File: src/rtl/seg_scan_ctrl.sv
`default_nettype none
// ============================================================================
// Module  : seg_scan_ctrl
// Brief   : Multiplexed 7-segment scan controller with anti-ghost blanking
//           and per-digit blink masking.
// Revision: 1.0  initial release
// ============================================================================
module seg_scan_ctrl #(
    parameter int NUM_DIGITS   = 4,
    parameter int BLANK_CYCLES = 2
) (
    input  logic                          clk,
    input  logic                          rst,
    input  logic                          scan_clk,
    input  logic                          blink_clk,
    input  logic                          enable,
    input  logic [4*NUM_DIGITS-1:0]       digits,
    input  logic [NUM_DIGITS-1:0]         dp_mask,
    input  logic [NUM_DIGITS-1:0]         blink_mask,
    output logic [NUM_DIGITS-1:0]         an,
    output logic [6:0]                    seg,
    output logic                          dp,
    output logic [$clog2(NUM_DIGITS)-1:0] digit_sel
);

    localparam int         SEL_W     = $clog2(NUM_DIGITS);
    localparam logic [7:0] BLANK_CNT = 8'(BLANK_CYCLES);
    localparam logic [SEL_W-1:0] LAST_SEL = SEL_W'(NUM_DIGITS - 1);

    typedef enum logic [1:0] {
        ST_IDLE  = 2'd0,
        ST_BLANK = 2'd1,
        ST_SHOW  = 2'd2
    } state_t;

    state_t                  state_q, state_d;
    logic [7:0]              cnt_q, cnt_d;
    logic [SEL_W-1:0]        sel_q, sel_d;
    logic                    blink_phase_q, blink_phase_d;
    logic                    scan_s1_q, scan_s2_q;
    logic                    blink_s1_q, blink_s2_q;
    logic [NUM_DIGITS-1:0]   an_q, an_d;
    logic [6:0]              seg_q, seg_d;
    logic                    dp_q, dp_d;
    logic                    scan_rise;
    logic                    blink_rise;
    logic [3:0]              nibble;

    function automatic logic [6:0] hexdec(input logic [3:0] v);
        logic [6:0] s;
        case (v)
            4'h0: s = 7'b1000000;
            4'h1: s = 7'b1111001;
            4'h2: s = 7'b0100100;
            4'h3: s = 7'b0110000;
            4'h4: s = 7'b0011001;
            4'h5: s = 7'b0010010;
            4'h6: s = 7'b0000010;
            4'h7: s = 7'b1111000;
            4'h8: s = 7'b0000000;
            4'h9: s = 7'b0010000;
            4'hA: s = 7'b0001000;
            4'hB: s = 7'b0000011;
            4'hC: s = 7'b1000110;
            4'hD: s = 7'b0100001;
            4'hE: s = 7'b0000110;
            default: s = 7'b0001110;
        endcase
        return s;
    endfunction

    assign scan_rise  = scan_s1_q & ~scan_s2_q;
    assign blink_rise = blink_s1_q & ~blink_s2_q;

    always_comb begin
        state_d       = state_q;
        cnt_d         = cnt_q;
        sel_d         = sel_q;
        blink_phase_d = blink_phase_q;

        if (blink_rise && enable) begin
            blink_phase_d = ~blink_phase_q;
        end

        // Disabling wins over every transition; the digit index is kept.
        if (!enable) begin
            state_d = ST_IDLE;
        end else begin
            case (state_q)
                ST_IDLE: begin
                    state_d = ST_BLANK;
                    cnt_d   = BLANK_CNT;
                end
                ST_BLANK: begin
                    if (cnt_q == 8'd0) begin
                        state_d = ST_SHOW;
                    end else begin
                        cnt_d = cnt_q - 8'd1;
                    end
                end
                ST_SHOW: begin
                    if (scan_rise) begin
                        sel_d   = (sel_q == LAST_SEL) ? '0 : sel_q + 1'b1;
                        state_d = ST_BLANK;
                        cnt_d   = BLANK_CNT;
                    end
                end
                default: state_d = ST_IDLE;
            endcase
        end
    end

    // Outputs follow the next-state values so they switch with the FSM.
    assign nibble = digits[{sel_d, 2'b00} +: 4];

    always_comb begin
        an_d  = '1;
        seg_d = 7'h7F;
        dp_d  = 1'b1;
        if (state_d == ST_SHOW) begin
            seg_d = hexdec(nibble);
            dp_d  = ~dp_mask[sel_d];
            if (!(blink_phase_d && blink_mask[sel_d])) begin
                an_d[sel_d] = 1'b0;
            end
        end
    end

    always_ff @(posedge clk) begin
        if (rst) begin
            state_q       <= ST_IDLE;
            cnt_q         <= 8'd0;
            sel_q         <= '0;
            blink_phase_q <= 1'b0;
            scan_s1_q     <= 1'b0;
            scan_s2_q     <= 1'b0;
            blink_s1_q    <= 1'b0;
            blink_s2_q    <= 1'b0;
            an_q          <= '1;
            seg_q         <= 7'h7F;
            dp_q          <= 1'b1;
        end else begin
            state_q       <= state_d;
            cnt_q         <= cnt_d;
            sel_q         <= sel_d;
            blink_phase_q <= blink_phase_d;
            scan_s1_q     <= scan_clk;
            scan_s2_q     <= scan_s1_q;
            blink_s1_q    <= blink_clk;
            blink_s2_q    <= blink_s1_q;
            an_q          <= an_d;
            seg_q         <= seg_d;
            dp_q          <= dp_d;
        end
    end

    assign an        = an_q;
    assign seg       = seg_q;
    assign dp        = dp_q;
    assign digit_sel = sel_q;

endmodule
`default_nettype wire

File: config.mk
export PLATFORM = sky130hd
export DESIGN_NAME = seg_scan_ctrl
export DESIGN_NICKNAME = d
export VERILOG_FILES = /design/src/rtl/seg_scan_ctrl.sv
export SDC_FILE = /design/constraint.sdc
export NUM_CORES = 1
export LEC_CHECK = 0
export CAP_MARGIN = 20
export CORE_ASPECT_RATIO = 1.75
export CORE_UTILIZATION = 52
export DETAILED_ROUTE_END_ITERATION = 16
export PLACE_DENSITY = 0.91
export SLEW_MARGIN = 20
export SYNTH_ARGS = -nofsm -noshare
export SYNTH_HDL_FRONTEND = slang
export SYNTH_SLANG_ARGS = --single-unit
File: constraint.sdc
create_clock -name clk -period 5.84 [get_ports clk]
set_clock_uncertainty 0.15 [all_clocks]
set_input_delay 0.876 -clock clk [delete_from_list [all_inputs] [get_ports clk]]
set_output_delay 0.876 -clock clk [all_outputs]
set_load 0.02 [all_outputs]
==> metrics.md <==
| Metric | Value |
|---|---|
| Status | `complete, no violations` |
| Worst VDD drop | `0.183 mV` |
| TritonCTS Buffers | `5` |
| Int Pwr | `0.000405 W` |
| Post-synth top cells | `dfxtp_1 (29), nor2_1 (17), nand2_1 (15)` |
| CP Max Fanout | `9` |
| Post-CTS Repair Setup Buffers | `0` |
| Endpoint class of the critical path | `register` |
| Layout area overhead | `33.5%` |
| Largest cells by area after synthesis | `dfxtp_1 (36%), ha_1 (6.2%), mux2i_1 (4.4%)` |
| Worst endpoint required time | `5.85 ns` |
| NumNets Final | `258` |
| CORE AREA | `2930 µm²` |
| Vias in the first global route | `1395` |
| Grt total ovfl | `0` |
| Wire length on met3 | `165 µm` |
| Post-route total power | `0.000542 W` |
| Chip width | `44.0 µm` |
| Buf+Inv Stages, Crit Path | `2` |
| Sequential Power Share | `0.408` |
| Syn Nets | `213` |
| Leakage | `0.815 nW` |
| Syn Std Cell Area | `1600 µm²` |
| Die Footprint | `3320 µm²` |
| CTS tree | `yes` |
| Synth Area per Inst | `9.11 µm²` |
| Row count | `26` |
| M1 WL | `1320 µm` |
| Top Metal Used | `met4` |
| Setup_tns | `0 ns` |
| RSZ-0062 raised after global routing | `false` |
| Clock root cell | `clkbuf_8` |
| Gr usage total | `0.234` |
| Sequential element share of the synthesized area | `0.362` |
| Predominant post-synthesis flop cell | `dfxtp_1` |
| Post-detailed-route count of antenna-violating nets | `0` |
| Total clock sinks | `29` |
| Clock slew seen by the registers of the worst setup and hold paths | `0.07 ns` |
| Logic pwr share | `0.192` |
| CP Class | `input pin to register` |
| Initial antenna violation count | `0` |
| FFs w/ async S/R, synth | `0` |
| Port bufs | `42` |
| Leading area contributor after synthesis | `dfxtp_1` |
| Global-route wire length before repair | `5720 µm` |
| PnR worst setup slack | `2.21 ns` |
| Post-DP HPWL | `2850 µm` |
| Post-route minimum period | `3.63 ns` |
| Power share of the clock group | `0.399` |
| Dpl ws | `1.95 ns` |
| Crit-path most repeated cell | `mux2i_1` |
| Most frequent cell after synthesis | `dfxtp_1` |
| IO Pins | `43` |
| Fin crit share | `0.621` |
| Synth Instances | `176` |
| Top-area cell type share of the netlist area | `0.362` |
| # hold bufs at CTS | `0` |
| Height of the die | `75.5 µm` |
| Slew margin rel. | `0.486` |
| Min-Delay Path Class | `register to register` |
| Yosys reg bits | `29` |
| Deepest clock path buffer count | `2` |
| Starting density of the core | `0.548` |
| Distinct cells, synth | `50` |
| Vias | `1500` |
| Crit path arrival time | `3.63 ns` |
| Syn. warnings | `0` |
| Worst-skew pair later-pin latency | `0.29 ns` |
| Setup crit start kind | `input pin` |
| Number of diodes | `0` |
| Top delay family on crit path | `simple AND/OR/NAND/NOR gates` |
| Router iterations before antenna repair | `6` |
| F_max | `0.276 GHz` |
| DR iter-0 viols | `57` |
| Post-CTS Resized | `0` |
| Total wire length | `3690 µm` |
| Vias per std cell | `6.00` |
| Tightest Pin Transition | `0.771 ns` |
| Final Setup Violations | `0` |
| Switching Fraction | `0.253` |
| Switching power | `0.000137 W` |
| Max-cap violations | `0` |
| Finished Core Util | `0.731` |
| WL/cell | `14.8 µm` |
| Max incr delay on CP | `0.54 ns` |
| Placer Congestion | `0.833` |
| Pin count of the biggest net entering global routing | `13` |
| H-tree levels | `2` |
| Crit path cell chain | `clkdlybuf4s50_1 -> and2_1 -> nand3_1 -> nand2_1 -> mux2i_1 -> mux2i_1 -> inv_1 -> ha_1 -> nor2_1 -> a211oi_1 -> o21ai_1` |
| Slowest CP cell | `clkdlybuf4s50_1` |
| Pwr Density | `253 nW/µm²` |
| Pins over their slew limit | `0` |
| Number of synthesized flops with an enable pin | `0` |
| WL met2 | `2030 µm` |
| Placed cells | `242` |
| DRC violations left | `0` |
| Fraction of layout cells with a size suffix above 1 | `0.0901` |
| Filler cells | `213` |
| Final count of hold timing violations | `0` |
| Final std cells w/o fill | `250` |
==> power by group through the flow <==
stage | sequential (W) | clock [W] | combinational [W]
finish | 0.000221 | 0.000216 | 0.000104
global route | 0.000223 | 0.000225 | 0.000113
CTS | 0.000221 | 0.000216 | 0.000105
detailed placement | 0.000225 | 0 | 0.000104
global placement | 0.000225 | 0 | 0.000101
floorplan | 0.000226 | 0 | 0.0000672
==> worst reg2reg max path, cell delays in order (launching register included) <==
cell and delay (ns):
dfxtp_1 0.37, or3b_1 0.51, o21ai_4 0.32, nand2_1 0.25
mux2i_1 0.17, mux2i_1 0.37, inv_1 0.17, ha_1 0.34
nor2_1 0.05, a211oi_1 0.29, o21ai_1 0.09
==> worst paths after layout <==
path,startpoint,to,slack [ns],cells after the start
hold reg to reg,scan_s1_q,scan_s2_q,0.32,2
hold / removal,scan_s1_q,scan_s2_q,0.32,2
setup / recovery,enable,seg[3],2.21,11
setup reg to reg,state_q[0],seg[3],2.63,10
==> flip-flops by register name, summed over array words and instances, names as in the netlist <==
name and flops:
cnt_q 8, dp 1, scan_s2_q 1, blink_s2_q 1, state_q 2, seg 7
scan_s1_q 1, an 4, blink_phase_q 1, digit_sel 2, blink_s1_q 1
==> area by class of cell <==
type	count	area, µm²	area share
Clock buffer	7	86.3	0.0403
Sequential cell	29	581	0.271
Timing Repair Buffer	42	420	0.196
Inverter	12	45.0	0.0210
Multi-Input combinational cell	131	943	0.441
Clock inverter	1	30.0	0.0140
Tap cell	28	35.0	0.0164
==> layout by cell type, fill, tap and decap left out, types with 4 or more instances in the layout <==
cell	Yosys	routed
nor2_1	17	17
xnor2_1	6	6
dfxtp_1	29	29
a21oi_1	8	8
inv_1	12	12
o21ai_0	4	4
clkbuf_8	0	6
clkdlybuf4s50_1	0	42
nand2_1	15	15
mux2i_1	7	7
nor2b_1	5	5
ha_1	8	8
o221ai_1	6	6
==> stage by stage <==
stage	area, µm²	hold WS, ns
final	2140	0.319
after global routing	2140	0.339
after CTS	2140	0.324
after floorplan	1600	0.277
after detailed placement	2020	0.316
after global placement	2020	0.301
==> logic make-up after synthesis <==
logic type,count (synthesis),share of synthesized area
mux,10,0.0647
fa+ha+maj,8,0.0624
buf+inv,16,0.0499
simple gates,64,0.214
xor+xnor,7,0.0382
flops,29,0.362
compound gates,42,0.209
==> per-layer routing <==
layer | vias to the layer above | track usage
met5 | - | 0
met4 | 0 | 0.172
met3 | 20 | 0.0521
met2 | 62 | 0.444
met1 | 693 | 0.208
li1 | 725 | -
(Power assumes the default switching activity.)
